[config.mk]
export PLATFORM = sky130hd
export DESIGN_NAME = branch_predict_resolver
export DESIGN_NICKNAME = d
export VERILOG_FILES = /design/src/rtl/branch_predict_resolver.sv
export SDC_FILE = /design/constraint.sdc
export NUM_CORES = 1
export LEC_CHECK = 0
export CORE_MARGIN = 5
export CORE_UTILIZATION = 60
export CTS_CLUSTER_DIAMETER = 200
export DETAILED_ROUTE_END_ITERATION = 8
export DONT_BUFFER_PORTS = 1
export PLACE_DENSITY = 0.73
export SLEW_MARGIN = 20
export SYNTH_ARGS = -nofsm -noshare
export SYNTH_HDL_FRONTEND = slang
export SYNTH_SLANG_ARGS = --single-unit
[constraint.sdc]
create_clock -name clk -period 2.7 [get_ports clk]
set_clock_uncertainty 0.1 [all_clocks]
set_input_delay 0.27 -clock clk [delete_from_list [all_inputs] [get_ports clk]]
set_output_delay 0.27 -clock clk [all_outputs]
set_load 0.05 [all_outputs]
[src/rtl/branch_predict_resolver.sv]
// rtl/branch_predict_resolver.sv - branch resolution, 2-bit BHT prediction and misprediction statistics
module branch_predict_resolver #(
  parameter int PC_W      = 9,
  parameter int BHT_DEPTH = 16,
  parameter int STAT_W    = 16
) (
  input  logic              clk,
  input  logic              reset,
  input  logic              if_valid,
  input  logic [PC_W-1:0]   if_pc,
  output logic              pred_taken,
  input  logic              ex_valid,
  input  logic [PC_W-1:0]   ex_pc,
  input  logic              ex_pred_taken,
  input  logic              ALU_eq,
  input  logic              ALU_lt,
  input  logic              ALU_gt,
  input  logic [5:0]        br_ctrl,
  input  logic              jump_ctrl,
  output logic              branch,
  output logic              mispredict,
  output logic [STAT_W-1:0] br_count,
  output logic [STAT_W-1:0] mispred_count
);

  localparam int IDX_W = $clog2(BHT_DEPTH);

  logic [1:0]        ctr_q [BHT_DEPTH];
  logic [1:0]        ctr_d;
  logic [1:0]        ex_ctr;
  logic              ctr_we;
  logic [STAT_W-1:0] br_count_q, br_count_d;
  logic [STAT_W-1:0] mispred_count_q, mispred_count_d;
  logic [IDX_W-1:0]  if_idx, ex_idx;
  logic              cond, is_ctrl;
  logic              unused_pc_bits;

  assign if_idx = if_pc[IDX_W-1:0];
  assign ex_idx = ex_pc[IDX_W-1:0];
  // Only the low index bits address the table; aliased PCs share an entry.
  assign unused_pc_bits = ^{if_pc, ex_pc};

  // br_ctrl bit order is {ge, le, gt, lt, eq, neq}.
  always_comb begin
    cond = (br_ctrl[1] & ALU_eq)
         | (br_ctrl[0] & ~ALU_eq)
         | (br_ctrl[2] & ALU_lt)
         | (br_ctrl[3] & ALU_gt)
         | (br_ctrl[4] & (ALU_lt | ALU_eq))
         | (br_ctrl[5] & (ALU_gt | ALU_eq));
    is_ctrl    = (|br_ctrl) | jump_ctrl;
    branch     = ex_valid & (cond | jump_ctrl);
    mispredict = ex_valid & ((is_ctrl & (branch != ex_pred_taken)) | (~is_ctrl & ex_pred_taken));
    pred_taken = if_valid & ctr_q[if_idx][1];
  end

  always_comb begin
    ex_ctr = ctr_q[ex_idx];
    ctr_we = ex_valid & is_ctrl;
    ctr_d  = ex_ctr;
    if (|br_ctrl) begin
      if (cond) begin
        ctr_d = (ex_ctr == 2'd3) ? 2'd3 : ex_ctr + 2'd1;
      end else begin
        ctr_d = (ex_ctr == 2'd0) ? 2'd0 : ex_ctr - 2'd1;
      end
    end else if (jump_ctrl) begin
      ctr_d = 2'd3;
    end
  end

  always_comb begin
    br_count_d      = br_count_q;
    mispred_count_d = mispred_count_q;
    if (ex_valid && is_ctrl && (br_count_q != {STAT_W{1'b1}})) begin
      br_count_d = br_count_q + STAT_W'(1);
    end
    if (mispredict && (mispred_count_q != {STAT_W{1'b1}})) begin
      mispred_count_d = mispred_count_q + STAT_W'(1);
    end
  end

  always_ff @(posedge clk) begin
    if (reset) begin
      for (int i = 0; i < BHT_DEPTH; i++) begin
        ctr_q[i] <= 2'd1;
      end
      br_count_q      <= '0;
      mispred_count_q <= '0;
    end else begin
      if (ctr_we) begin
        ctr_q[ex_idx] <= ctr_d;
      end
      br_count_q      <= br_count_d;
      mispred_count_q <= mispred_count_d;
    end
  end

  assign br_count      = br_count_q;
  assign mispred_count = mispred_count_q;

endmodule

---- Yosys cells after proc, flatten, opt, wreduce, memory -nomap -nowiden ----
Memories as Yosys holds them, arrays and structs flattened.
Cells that the tools add are included.
word-level totals
  memories kept ........................... 1
  word-level logic and storage cells ...... 54
  input port bits ......................... 33
  register bits after elaboration ......... 32
  output and inout bits ................... 35
  bits in writable memories ............... 32
cells by class
  multiplexer cells ....................... 13
  bitwise gates (word level) .............. 24
  equal/unequal tests ..................... 4
  add/subtract/negate cells ............... 4
  reduce and logical (&&, ||, !) cells .... 6
memory list
  name   words  width  rd ports  clocked after Yosys merged registers in  write ports  line  RTL
  ctr_q  16     2      2         0                                        16           28    logic [1:0] ctr_q [BHT_DEPTH];
operators by type and width
  operator                                                             number
  16-bit by 1-bit adder with 16-bit output (second input constant)     2
  16-bit != test (second input constant)                               2
  1-bit AND                                                            12
  2-bit two-way mux                                                    6
  1-bit bitwise OR                                                     10
  1-bit two-way mux                                                    6
  6-bit OR reduction                                                   1
  4-bit two-way mux                                                    1
  1-bit logical AND                                                    3
  2-bit by 1-bit adder with 2-bit output (second input constant)       1
  2-bit == test (second input constant)                                1
  2-bit logical NOT                                                    1
  1-bit inverter                                                       2
  2-bit OR reduction                                                   1
  2-bit by 1-bit subtractor with 2-bit output (second input constant)  1
  1-bit != test                                                        1

---- Longest topological paths before layout ----
  word-level depth ........................ 14
  depth in mapped cells ................... 8
  depth with buffers taken out ............ 6

---- Worst setup path after synthesis ----
Ideal clock, no wire load.
  kind .................................... reg2reg
  from .................................... register br_count_q[2], in the netlist br_count[2]
  to ...................................... register br_count_q[15], in the netlist br_count[15]
  setup time .............................. 0.128 ns
  arrival time ............................ 2.058 ns
  required time ........................... 2.472 ns
  clock period less this slack ............ 2.285 ns
  buffers on the path ..................... 0
  setup slack ............................. 0.415 ns
  cell stages (with the launch flop) ...... 7
  cell sequence ........................... dfxtp_1 nand4_1 nor4_1 nand3_1 nor4_1 xnor2_1 nor2_1
between the ends
  cells in the longest elaborated chain, start to end .. 2
  elaborated cells between the ends (all ways) .. 3
  classes of those cells .................. add/sub (1); eq/ne (1); reduce/logical (1)
RTL lines
  element                                                                                           line  RTL
  start: declaration                                                                                32    logic [STAT_W-1:0] br_count_q, br_count_d;
  start signal: assignment                                                                          94    br_count_q <= br_count_d;
  parallel branches: the longest is 2 deep, another holds 16-bit by 1-bit adder with 16-bit output  --
Several ways; the timed one is not identified.
A chain may end at the register's enable or synchronous reset.

==> results.py <==
metrics = {
    "synth": {
        "syn_area_um2": 3470,
        "synth_edf_count": 32,
        "async_reset_ff_share_pct": 0,
        "ys_ff_latch": 64,
        "synth_nets": 382,
        "ys_warn_count": 0,
        "synthCells": 347,
        "postSynthAreaPerCell_um2": 10.0,
        "synthFlopType": "edfxtp_1",
        "seq_area_frac_synth_pct": 46.1,
        "ys_types": 47,
    },
    "placement": {
        "gp_congestion": 0.807,
        "place.detailed.hpwl_mm": 5.45,
        "port_buffers": 0,
        "placed_cells": 436,
    },
    "setup_path": {
        "path_cells": "mux4_2, mux4_2, and2_1",
        "critPathLaunchType": "flop",
        "worstPathRequired_ns": 2.33,
        "worst_r2r_path_depth": 6,
        "crit_cells": 3,
        "crit_slowest_cell": "mux4_2",
        "critPathBufInv": 0,
        "critical-path-max-stage-delay_ns": 0.51,
        "critPathKind": "reg2out",
        "endpoint_kind": "primary output",
        "crit_top_cell": "mux4_2",
        "arrival_ns": 2.06,
        "critical_path.top_delay_family": "multiplexers",
        "critPathMaxFanout": 2,
    },
    "timing": {
        "finalHoldViolCount": 0,
        "maxSlewHeadroom_pct": 37.2,
        "finalSetupViolCount": 0,
        "slew_viol_final": 0,
        "worst_pin_slew_ns": 0.934,
        "max_freq_mhz": 412,
        "period_share_pct": 89.9,
        "post-route-min-period_ns": 2.43,
        "fin_tns_setup_ns": 0,
        "rsz0062_at_grt": "false",
    },
    "finish": {
        "drive_gt1_share_pct": 18.1,
        "n_antenna_cell": 0,
        "mostFrequentLayoutCells": "nor2_1 (51), nand2_1 (34), buf_4 (33)",
        "fin_nets": 411,
        "layout_commonest_cell": "nor2_1",
        "stdcell_count": 453,
        "area_growth_pct": 13.2,
    },
    "power_and_ir_drop": {
        "p_per_area_nw_per_um2": 545,
        "peakVddDrop_mv": 0.490,
        "p_total_uw": 2140,
        "p_leak_uw": 0.00133,
    },
    "routing": {
        "wire_per_inst_um": 16.7,
        "via_per_inst": 5.95,
        "drc": 0,
        "wirelength_mm": 7.57,
        "drt_first_pass_iters": 4,
        "drt_iter0_markers": 176,
        "ant_nets": 0,
        "vias": 2694,
    },
    "run": {
        "max_cap_violations": 0,
    },
    "clocking": {
        "clk_pin_slew_ns": 0.06,
        "clockBufferDepth": 2,
        "insertion_delay_ns": 0.34,
        "root_buffer": "clkbuf_8",
        "ctsHtreeMaxLevel": 3,
        "tritoncts": "done",
        "cts_buffers": 9,
        "cts_sinks": 64,
    },
    "floorplan": {
        "initial_core_util_pct": 62.3,
        "num_rows": 27,
        "dieArea_um2": 7410,
        "ios": 68,
        "die_h_um": 86.1,
        "die_width_um": 86.1,
        "coreArea_um2": 5570,
    },
    "global_routing": {
        "grt_pass1_wl_mm": 12.8,
        "grt_util_all_layers_pct": 22.3,
        "grt_start_max_net_pins": 32,
        "antenna_found_initial": 0,
        "grt_overflow_total": 0,
        "grt_pass1_vias": 2697,
    },
    "min_path": {
        "min_path_cells": 3,
        "hold_class": "in2reg",
    },
    "run_status": {
        "status": "completed",
    },
}
[area by class of cell]
class	count	area, µm²
fillers	435	1640
well taps	72	90.1
repair buffers	34	253
flip-flops and latches	64	1600
multi-input cells	259	1750
clock buffers	12	145
inverters	8	30.0
clock inverters	4	67.6
[final timing paths]
kind | startpoint | slack (ns) | endpoint
worst min-delay path | reset | 0.02 | br_count[13]
worst max register to register | ctr_q[15][1] | 0.44 | ctr_q[9][0]
worst min register to register | mispred_count[2] | 0.55 | mispred_count[2]
worst max-delay path | ctr_q[15][1] | 0.27 | pred_taken
[Yosys cell counts, types with 8 or more instances]
library cell	number	area, µm²
nand2b_1	11	68.8
xor2_1	16	140
nand3_1	27	135
dfxtp_1	32	641
nor3_1	15	75.1
inv_1	8	30.0
nand2_1	34	128
clkbuf_1	8	30.0
mux4_2	13	293
edfxtp_1	32	961
xnor2_1	9	78.8
nor2_1	51	191
[repair_timing]
item,CTS,global route
endpoints found under the hold margin,31,0
endpoints found under the setup margin,0,0
hold buffers,1,0
gates resized for setup,0,0
buffers inserted,0,0
[stage by stage]
step                      hold slack [ns]  instance area, µm²  setup slack [ns]  util, %
after floorplan                     0.341                3470             0.415        -
after global placement              0.245                3720             0.262     66.7
after detailed placement            0.247                3720             0.230     66.7
after CTS                         0.00576                3940             0.256     70.7
after global routing              0.00558                3930             0.231     70.6
final                              0.0160                3930             0.272     70.6
[metal layers]
metal  wire, µm  GRT usage, %
met1       3140          27.7
met2       3680          36.1
met3        602          5.76
met4        146          10.6
met5          0             0
[registers in the layout, indices dropped and copies added (netlist names)]
register / cells
mispred_count: 16
ctr_q: 32
br_count: 16
[worst register-to-register path: stages (launching register included)]
cell and delay (ns):
edfxtp_1 0.41, mux4_2 0.49, nand2_1 0.09, nand4_1 0.19, a21oi_1 0.17, o21a_2 0.38
nand3_1 0.13
[cell families after synthesis]
family	count (synthesis)	share of synthesized area, %
AND/OR/NAND/NOR	190	27.7
flip-flops	64	46.1
AO/OA/AOI/OAI	26	6.27
XOR/XNOR	25	6.30
buffers and inverters	24	3.64
multiplexers	16	9.29
adder cells (fa/ha/maj)	2	0.720
[report_power, final]
| part | leakage, µW | switching, µW | internal [µW] | total, µW |
|---|---|---|---|---|
| Clock | 0.000106 | 344 | 540 | 884 |
| Combinational | 0.000687 | 137 | 80.1 | 217 |
| Sequential | 0.000536 | 7.36 | 1040 | 1040 |
| Total | 0.00133 | 488 | 1660 | 2140 |
Note: power is estimated with default switching activity, not from simulation.
